File: src/rtl/key_mode_ctrl.sv
// Push-button front end: synchronizer, debounce FSM, short/long press decode
// driving the LED mode register, plus a free-running pattern tick.
module key_mode_ctrl #(
  parameter int DEB_CYCLES  = 20,
  parameter int LONG_CYCLES = 200,
  parameter int TICK_DIV    = 50
) (
  input  logic       clk,
  input  logic       rst,
  input  logic       key_in,
  output logic [1:0] mode,
  output logic       mode_chg,
  output logic       long_press,
  output logic       key_state,
  output logic       tick
);

  localparam int DW = $clog2(DEB_CYCLES + 1);
  localparam int HW = $clog2(LONG_CYCLES + 1);
  localparam int TW = $clog2(TICK_DIV);

  localparam logic [DW-1:0] DEB_LAST  = DW'(DEB_CYCLES - 1);
  localparam logic [HW-1:0] HOLD_MAX  = HW'(LONG_CYCLES);
  localparam logic [HW-1:0] HOLD_LAST = HW'(LONG_CYCLES - 1);
  localparam logic [TW-1:0] TICK_LAST = TW'(TICK_DIV - 1);

  typedef enum logic [1:0] {
    RELEASED,
    PRESS_WAIT,
    PRESSED,
    RELEASE_WAIT
  } state_t;

  state_t state, state_n;

  logic          sync1, sync2;
  logic          key_s;
  logic [DW-1:0] deb, deb_n;
  logic [HW-1:0] hold, hold_n;
  logic          long_seen, long_seen_n;
  logic [1:0]    mode_n;
  logic          mode_chg_n;
  logic          long_press_n;
  logic [TW-1:0] tcnt;

  assign key_s     = ~sync2;
  assign key_state = (state == PRESSED) || (state == RELEASE_WAIT);
  assign tick      = (tcnt == TICK_LAST);

  always_comb begin
    state_n      = state;
    deb_n        = deb;
    hold_n       = hold;
    long_seen_n  = long_seen;
    mode_n       = mode;
    mode_chg_n   = 1'b0;
    long_press_n = 1'b0;

    // Hold timing runs first so a release finishing in the same
    // cycle as the long-press threshold still sees it.
    if (key_state && (hold != HOLD_MAX)) begin
      hold_n = hold + HW'(1);
      if ((hold == HOLD_LAST) && !long_seen) begin
        long_press_n = 1'b1;
        long_seen_n  = 1'b1;
        mode_n       = 2'd0;
        mode_chg_n   = (mode != 2'd0);
      end
    end

    unique case (state)
      RELEASED: begin
        if (key_s) begin
          state_n = PRESS_WAIT;
          deb_n   = '0;
        end
      end
      PRESS_WAIT: begin
        if (!key_s) begin
          state_n = RELEASED;
        end else if (deb == DEB_LAST) begin
          state_n     = PRESSED;
          hold_n      = '0;
          long_seen_n = 1'b0;
        end else begin
          deb_n = deb + DW'(1);
        end
      end
      PRESSED: begin
        if (!key_s) begin
          state_n = RELEASE_WAIT;
          deb_n   = '0;
        end
      end
      RELEASE_WAIT: begin
        if (key_s) begin
          state_n = PRESSED;
        end else if (deb == DEB_LAST) begin
          state_n = RELEASED;
          if (!long_seen_n) begin
            mode_n     = mode + 2'd1;
            mode_chg_n = 1'b1;
          end
        end else begin
          deb_n = deb + DW'(1);
        end
      end
      default: state_n = RELEASED;
    endcase
  end

  always_ff @(posedge clk) begin
    if (rst) begin
      sync1      <= 1'b1;
      sync2      <= 1'b1;
      state      <= RELEASED;
      deb        <= '0;
      hold       <= '0;
      long_seen  <= 1'b0;
      mode       <= 2'd0;
      mode_chg   <= 1'b0;
      long_press <= 1'b0;
      tcnt       <= '0;
    end else begin
      sync1      <= key_in;
      sync2      <= sync1;
      state      <= state_n;
      deb        <= deb_n;
      hold       <= hold_n;
      long_seen  <= long_seen_n;
      mode       <= mode_n;
      mode_chg   <= mode_chg_n;
      long_press <= long_press_n;
      tcnt       <= (tcnt == TICK_LAST) ? '0 : tcnt + TW'(1);
    end
  end

endmodule
File: config.mk
export PLATFORM = sky130hd
export DESIGN_NAME = key_mode_ctrl
export DESIGN_NICKNAME = d
export VERILOG_FILES = /design/src/rtl/key_mode_ctrl.sv
export SDC_FILE = /design/constraint.sdc
export NUM_CORES = 1
export LEC_CHECK = 0
export ABC_AREA = 1
export BUFFER_PORTS_ARGS = -buffer_cell sky130_fd_sc_hd__buf_4
export CORE_MARGIN = 2
export CORE_UTILIZATION = 30
export DETAILED_ROUTE_END_ITERATION = 12
export SLEW_MARGIN = 20
export SYNTH_ARGS = -nofsm -noshare
export SYNTH_HDL_FRONTEND = slang
export SYNTH_SLANG_ARGS = --single-unit
export TNS_END_PERCENT = 20
File: constraint.sdc
create_clock -name clk -period 1.9 [get_ports clk]
set_clock_uncertainty 0.1 [all_clocks]
set_input_delay 0.38 -clock clk [delete_from_list [all_inputs] [get_ports clk]]
set_output_delay 0.38 -clock clk [all_outputs]
set_load 0.005 [all_outputs]
==> results of run 1 <==
stage by stage:
step | area (um^2) | setup WS, ns
3_3_place_gp | 1550 | 0.310
3_5_place_dp | 1550 | 0.320
5_1_grt | 1630 | 0.0500
4_1_cts | 1630 | 0.119
6_report | 1630 | 0.143
2_1_floorplan | 1450 | 0.491
critical path: cells and delay by family, from the launching register on:
family / cells / cell delay (ns)
adders and majority gates: 1 / 0.16
buffers and inverters: 1 / 0.17
DFF: 1 / 0.39
and+or+nand+nor: 2 / 0.28
how the worst max path moves through the flow:
stage / cells past startpoint / start / slack (ns) / end
2_1_floorplan: 8 / hold[0]$_SDFF_PP0_ / 0.49 / mode[0]$_SDFF_PP0_
3_3_place_gp: 6 / hold[0]$_SDFF_PP0_ / 0.31 / mode[0]$_SDFF_PP0_
3_5_place_dp: 6 / hold[0]$_SDFF_PP0_ / 0.32 / mode[0]$_SDFF_PP0_
4_1_cts: 4 / tcnt[0]$_SDFF_PP0_ / 0.12 / tick
5_1_grt: 4 / tcnt[0]$_SDFF_PP0_ / 0.05 / tick
6_report: 4 / tcnt[0]$_SDFF_PP0_ / 0.14 / tick
synthesized netlist by cell type, types with 2 or more instances:
master / instances
nand2_4: 4
nor2_4: 3
nand4_1: 2
nand3_1: 9
nand2_2: 4
inv_1: 20
dfxtp_1: 28
nand3_2: 5
ha_1: 6
xor2_1: 3
xnor2_1: 4
nand2_1: 33
nor2_1: 13
nor3_2: 2
inv_2: 5
or2_2: 3
a21oi_1: 13
a21oi_2: 5
nand4_2: 2
clkbuf_1: 2
o21ai_1: 2
metal layers:
metal  share of wire [%]  wire length (um)
met1                  51              1220
met4                0.87                21
met3                 3.8                91
met5                   0                 0
met2                  45              1070
flip-flops by register name (all words and copies together) (netlist names), named ones only:
signal,cells
sync2,1
deb,5
long_press,1
tcnt,6
long_seen,1
mode_chg,1
mode,2
sync1,1
hold,8
state,1
cells by family (layout without fill, tap and decap cells):
family / Yosys count / in the layout / share of synthesized area (%)
AO/OA/AOI/OAI: 24 / 24 / 10.8
XOR/XNOR: 7 / 7 / 4.23
adder cells (fa/ha/maj): 6 / 6 / 5.18
buffers and inverters: 31 / 39 / 9.06
flip-flops: 28 / 28 / 38.7
AND/OR/NAND/NOR: 83 / 83 / 32.1
layout make-up:
class / count / area, um^2
Sequential cell: 28 / 561
Clock inverter: 1 / 30.0
Tap cell: 54 / 67.6
Inverter: 26 / 100
Clock buffer: 3 / 41.3
Multi-Input combinational cell: 120 / 758
Fill cell: 497 / 3070
Timing Repair Buffer: 9 / 67.6
where the power goes:
part           internal (mW)  switching, mW  total [mW]
Combinational         0.0164         0.0242      0.0405
Sequential             0.596        0.00699       0.603
Clock                  0.282          0.191       0.473
==> metrics.txt, run 1 <==
Yosys cell types 32; Hold Path Stages 2; Power Total 1.12 mW; R2R cell count 6; most common cell after layout, fill and taps aside nand2_1; Relative slew margins 79.7%; slowest CP cell dfxtp_1; number of antenna diodes 0; async set-reset flop share out of synthesis 0%; 1st-pass router iterations 4; synthesized area 1450 um^2; power density cells 687 nW/um^2; Final Wtd Congestion 0.793; Post-synth EDFFs 0; RSZ-0062 raised after global routing no; WHS Endpoint sync1$_SDFF_PP1_; detailed-route DRC error count 0; antenna violations before repair 0; initial core utilization 30.9%; Synth Net Count between 150 and 200; Synth area leaders dfxtp_1 (39%), nand2_1 (8.5%), ha_1 (5.2%), inv_1 (5.2%), a21oi_1 (4.5%); reg2reg start hold[0]$_SDFF_PP0_; Hold Path Class input pin to flip-flop; hold slack 0.182 ns; Initial DRC Count 37; largest net degree at the start of global routing 17; Sink Count 28; Fin. Hold Viols 0; DR WL/cell 9.99 um; ANT nets after route 0; CTS max path bufs 2; CTS tree built; share of the synthesized area in the top cell type 38.7%; Final min period 1.76 ns; register area share after synthesis 38.7%; status completed; Worst Max-Slew Pin Slew around 0.30 ns; YS warnings 0; die width around 74 um; Util after Layout 34.6%; die height 73.5 um; routed vias about 1100; crit-path max cell delay 0.39 ns; Core Box Area 4690 um^2; Worst-path clk slew about 0.090 ns; Leak 0.641 nW; Clock Latency Late Sink roughly 0.28 ns; H-tree levels 1; number of global-route vias before repair 1023; gr usage total 10.3%; Crit Path Max Fanout 4; hold buffers post-CTS 0; Clock Root Buffer clkbuf_8; crit-path cells ha_1 -> nand2_1 -> nor4_1 -> buf_4; Required @ worst endpoint 1.42 ns; post-DR vias/cell 4.43; first-pass GRT wire length 4370 um; PortBufs 8; hold path startpoint key_in; met3 Use GR 3.29%; worst setup path category flip-flop to output port; GRT overflow 0; FF-to-FF End mode[0]$_SDFF_PP0_; most frequent cells in the layout nand2_1 (33), dfxtp_1 (28), inv_1 (20); Final Net Count 197; Tcrit/Tclk final 92.5%; fin cells 241; dominant synthesized flop cell dfxtp_1; Max-Cap Viols 0; Worst R2R Setup Slack 0.29 ns; CP startpoint kind flip-flop; Final Setup Violations 0; Avg Inst Size Synth 8.10 um^2; register bit total from synthesis 28; post-synth top area cell dfxtp_1; io pins 9; Crit. End Element output port; Peak VDD IR roughly 0.00061 V; Final TNS setup 0 ns; number of CTS-inserted buffers 3; final wirelength 2410 um; met1 GRT Util a little over an eighth; Most Crowded Layer GR met2; CP arrival 1.28 ns; hpwl dp between 1500 and 2000 um; die area approximately 5400 um^2; setup bufs post-CTS 0; Mapped Cells 179; Area Overhead vs Synth 12.1%; Final Slew Violations 0; max frequency 569 MHz; # resized after CTS 0; met2 Use GR 16.7%; share of layout cells above drive strength 1 about a quarter; placed cell count 237; FP Rows 25
Power figures use the tool's default switching activity.
==> run 2: changes to the inputs <==
--- a/config.mk
+++ b/config.mk
@@ -5,7 +5,6 @@
 export SDC_FILE = /design/constraint.sdc
 export NUM_CORES = 1
 export LEC_CHECK = 0
-export ABC_AREA = 1
 export BUFFER_PORTS_ARGS = -buffer_cell sky130_fd_sc_hd__buf_4
 export CORE_MARGIN = 2
 export CORE_UTILIZATION = 30
==> run 2 against run 1 <==
  * Register-to-register slack got worse by 0.03 ns
  * First-iteration DRC count decreased by 54%
  * Combinational power decreased by 15%
  * Critical endpoint unchanged
  * Final area decreased by 12%
==> metrics.txt, run 2 <==
Crit Path Max Fanout 4; hpwl dp 1680 um; antenna violations before repair 0; gr usage total between 10% and 20%; io pins 9; Initial DRC Count 17; worst setup path category flip-flop to output port; number of global-route vias before repair roughly 900; Final Wtd Congestion 0.796; Peak VDD IR 0.000354 V; FF-to-FF End hold[2]$_SDFF_PP0_; Final Slew Violations 0; placed cell count between 150 and 200; Fillers 421; Tcrit/Tclk final between 80% and 90%; Final min period between 1.5 and 2 ns; 1st-pass router iterations 4; dominant synthesized flop cell dfxtp_1; die height about 70 um; PortBufs 8; Leak 0.547 nW; Required @ worst endpoint 1.42 ns; number of flip-flops under the largest register name 8; Final Net Count 155; Clock Root Buffer clkbuf_8; Hold Path Class input pin to flip-flop; most frequent cells in the layout dfxtp_1 (28), nor2_1 (25), xor2_1 (9), buf_4 (9); synthesized area 1270 um^2; H-tree levels 1; register bit total from synthesis 28; fin cells between 150 and 200; Hold Path Stages 2; first-pass GRT wire length 3980 um; RSZ-0062 raised after global routing no; most common cell in the netlist dfxtp_1; status completed; WHS Endpoint sync1$_SDFF_PP1_; Worst Max-Slew Pin Slew 0.462 ns; crit-path cells inv_1 -> ha_1 -> and4_1 -> buf_4; slowest CP cell dfxtp_1; CP arrival 1.23 ns; async set-reset flop share out of synthesis 0%; largest net degree at the start of global routing 17; power density cells 700 nW/um^2; WP buf/inv 2; FP Rows 23; initial core utilization roughly a third; Mapped Cells 137; post-DR vias/cell 4.73; Synth area leaders dfxtp_1 (44%), nor2_1 (7.4%), xor2_1 (6.2%), ha_1 (5.9%), xnor2_1 (4.1%); fin worst setup slack 0.193 ns; routed vias 923; hold path startpoint key_in; Final TNS setup 0 ns; top post-synthesis cells by count dfxtp_1 (28), nor2_1 (25), xor2_1 (9); reg2reg start state[0]$_SDFFE_PP0P_; Max-Cap Viols 0; Area Overhead vs Synth 12.9%; # resized after CTS 0; GRT overflow 0; Core Box Area 4030 um^2; detailed-route DRC error count 0; Post-synth EDFFs 0; Util after Layout 35.5%; max frequency 586 MHz; CTS tree built; Fin. Hold Viols 0; ANT nets after route 0; CP startpoint kind flip-flop; number of CTS-inserted buffers 3; Sink Count 28; post-synth top area cell dfxtp_1; pre-CTS setup slack 0.286 ns; Relative slew margins 68.9%; most common cell after layout, fill and taps aside dfxtp_1; share of the synthesized area in the top cell type 44.2%; final wirelength ~2200 um; Largest regs hold x8, tcnt x6, deb x5; crit-path max cell delay 0.39 ns; hold slack approximately 0.18 ns; Reg with most FFs hold; YS warnings 0; Worst R2R Setup Slack ~0.26 ns; Final Setup Violations 0; die width 69 um; Yosys cell types 35; share of layout cells above drive strength 1 15.2%; die area 4760 um^2; hold buffers post-CTS 0; Worst-path clk slew roughly 0.090 ns; Worst path depth 4; register area share after synthesis between 40 and 50%; setup bufs post-CTS 0; Synth Net Count 146; Clock Latency Late Sink 0.27 ns; CTS max path bufs 2; number of antenna diodes 0; R2R cell count 4; Avg Inst Size Synth 9.25 um^2; Top Family by Delay on Critical Path flip-flops; DR WL/cell 11.4 um; Crit. End Element output port
## run 2: cell types whose count changed after synthesis, moves of 5 or more
cell     delta
xor2_1      +6
inv_2       -5
a21oi_2     -5
nand3_2     -5
nand2_1    -27
a21oi_1    -10
inv_1      -14
nor2_1     +12
## run 2: how the worst max path moves through the flow
stage	start	endpoint
finish	tcnt[1]$_SDFF_PP0_	tick
global route	tcnt[1]$_SDFF_PP0_	tick
CTS	tcnt[1]$_SDFF_PP0_	tick
detailed placement	state[0]$_SDFFE_PP0P_	hold[2]$_SDFF_PP0_
global placement	hold[1]$_SDFF_PP0_	mode_chg$_SDFF_PP0_
floorplan	hold[1]$_SDFF_PP0_	mode_chg$_SDFF_PP0_
## run 2: metrics by stage
stage | power [mW] | area (um^2)
after detailed placement | 0.652 | 1380
after floorplan | 0.640 | 1270
after global routing | 1.05 | 1430
final | 1.00 | 1430
after global placement | 0.649 | 1380
after CTS | 1.02 | 1430
## run 2: where the power goes
group | total (mW) | switching [mW] | internal [mW]
registers | 0.603 | 0.00877 | 0.595
clock network | 0.365 | 0.179 | 0.186
logic | 0.0344 | 0.0195 | 0.0149
## run 2: cells by family (layout without fill, tap and decap cells)
group	after synthesis	after routing	synth area share, %
AOI/OAI and AO/OA	12	12	6.71
xor gates and xnor gates	15	15	10.4
and+or+nand+nor	63	63	27.3
muxes	2	2	1.97
buffers and inverters	11	19	3.45
DFF	28	28	44.2
adders and majority gates	6	6	5.92
## run 2: worst reg2reg max path, cell delays in order, from the launching register on
cell     delay [ns]
dfxtp_1        0.37
nor3b_1        0.37
and3_1         0.27
a21o_1         0.31
nor3_1         0.10
## run 2: final cells by class
class / count / area, um^2 / share of cell area, %
Multi-Input combinational cell: 98 / 663 / 46.3
Sequential cell: 28 / 561 / 39.2
Timing Repair Buffer: 9 / 67.6 / 4.72
Tap cell: 50 / 62.6 / 4.37
Clock buffer: 4 / 55.1 / 3.85
Inverter: 6 / 22.5 / 1.57
## run 2: routing by layer
metal | part of all wire [%] | GRT usage, % | wire length, um
met5 | 0 | 0 | 0
met3 | 2.4 | 2.63 | 54
met2 | 48 | 17.5 | 1070
met4 | 2.3 | 5.23 | 52
met1 | 47 | 12.1 | 1050
==> run 3: changes to the inputs <==
--- a/config.mk
+++ b/config.mk
@@ -6,10 +6,11 @@
 export NUM_CORES = 1
 export LEC_CHECK = 0
 export BUFFER_PORTS_ARGS = -buffer_cell sky130_fd_sc_hd__buf_4
+export CORE_ASPECT_RATIO = 0.7
 export CORE_MARGIN = 2
 export CORE_UTILIZATION = 30
 export DETAILED_ROUTE_END_ITERATION = 12
-export SLEW_MARGIN = 20
+export SLEW_MARGIN = 15
 export SYNTH_ARGS = -nofsm -noshare
 export SYNTH_HDL_FRONTEND = slang
 export SYNTH_SLANG_ARGS = --single-unit
==> run 3 against run 2 <==
  * Critical path depth is the same
  * Clock power down 17%
  * Wire length decreased by 5.1%
  * Non-clock buffer count unchanged
  * Sequential share of layout area increased by 0.31 points
  * Via count shrank 2.0%
  * Critical path type unchanged
  * Highest routed layer unchanged
==> metrics.txt, run 3 (synthesized netlist as in run 2, its figures left out) <==
status completed; CP arrival 1.22 ns; Fin. Hold Viols 0; worst setup path category flip-flop to output port; routed wl met3 about 54 um; max frequency between 500 and 600 MHz; final wirelength ~2100 um; gr usage total about a tenth; Crit Path Max Fanout 4; Crit. End Element output port; Largest regs hold x8, tcnt x6, deb x5; first-pass GRT wire length approximately 3700 um; Leak about 0.54 nW; post-DR vias/cell about 4.6; Relative slew margins 69.4%; share of layout cells above drive strength 1 14.6%; Power Total 0.940 mW; Reg with most FFs hold; Net Sw Power 0.189 mW; most frequent cells in the layout dfxtp_1 (28), nor2_1 (25), xor2_1 (9), buf_4 (9); number of global-route vias before repair 856; PortBufs 8; ANT nets after route 0; Worst-path clk slew 0.08 ns; fin worst setup slack 0.201 ns; RSZ-0062 raised after global routing no; Max-Cap Viols 0; Peak VDD IR roughly 0.00022 V; Reg power frac ~64%; pre-CTS setup slack 0.274 ns; number of CTS-inserted buffers 3; initial core utilization 31.7%; GRT overflow 0; FP Rows 19; most common cell after layout, fill and taps aside dfxtp_1; met1 WL 1080 um; Util after Layout between 30% and 40%; Initial DRC Count 53; Clock Root Buffer clkbuf_8; setup bufs post-CTS 0; CTS max path bufs 2; largest net degree at the start of global routing 17; Clk pwr share roughly 32%; power density cells 662 nW/um^2; hold slack 0.196 ns; Tcrit/Tclk final 89.4%; Sink Count 28; Clock Latency Late Sink around 0.26 ns; hold buffers post-CTS 0; antenna violations before repair 0; switching part of the total 20.1%; DR WL met2 952 um; Final TNS setup 0 ns; CP startpoint kind flip-flop; io pins 9; detailed-route DRC error count 0; CTS tree built; Hold Path Class input pin to flip-flop; routed vias 905; # resized after CTS 0; Core Box Area 3990 um^2; die area 4770 um^2; Final Wtd Congestion 0.833; Final min period 1.70 ns; top sig layer met4; hpwl dp 1570 um; 1st-pass router iterations 4; die height approximately 58 um; Final Slew Violations 0; Required @ worst endpoint 1.42 ns; Worst Max-Slew Pin Slew 0.455 ns; Internal 0.751 mW; Area Overhead vs Synth 12.0%; die width ~80 um; DR WL/cell 10.7 um; H-tree levels 1; number of antenna diodes 0; Logic pwr share 3.5%; number of flip-flops under the largest register name 8; Final Setup Violations 0; Final Net Count 155
## run 3: changes by cell type in the layout (fill, tap and decap cells not counted), sizes merged
cell,change
clkbuf,-1
## run 3: worst max-delay path, stage by stage, from the launching register on
cell and delay [ns]:
dfxtp_1 0.39, inv_1 0.06, ha_1 0.17, and4_1 0.20
buf_4 0.14
## run 3: final timing paths
path                                             from  slack [ns]            endpoint  cells past startpoint
worst min register to register       sync1$_SDFF_PP1_        0.32    sync2$_SDFF_PP1_                      1
worst min-delay path                           key_in        0.20    sync1$_SDFF_PP1_                      2
worst max-delay path               tcnt[1]$_SDFF_PP0_        0.20                tick                      4
worst max register to register  state[0]$_SDFFE_PP0P_        0.24  hold[2]$_SDFF_PP0_                      4
## run 3: cell type report
type                            instances  area (um^2)
Inverter                                6         22.5
Fill cell                             403         2570
Multi-Input combinational cell         98          663
Sequential cell                        28          561
Timing Repair Buffer                    9         67.6
Clock buffer                            3         41.3
Tap cell                               52         65.1
## run 3: power groups by stage
stage	Combinational (mW)	Clock (mW)	Sequential (mW)
finish	0.0330	0.303	0.603
global route	0.0382	0.338	0.605
CTS	0.0335	0.320	0.603
detailed placement	0.0336	0	0.617
global placement	0.0321	0	0.616
floorplan	0.0251	0	0.615
## run 3: through the flow
step | cell area, um^2 | cells
3_3_place_gp | 1380 | 193
2_1_floorplan | 1270 | 137
5_1_grt | 1420 | 196
6_report | 1420 | 196
3_5_place_dp | 1380 | 193
4_1_cts | 1420 | 196
## run 3: metal layers
metal / global-route usage [%] / vias up
met2: 15.6 / 15
met4: 4.29 / 0
met3: 1.84 / 2
met5: 0 / -
met1: 12.8 / 414
li1: - / 474
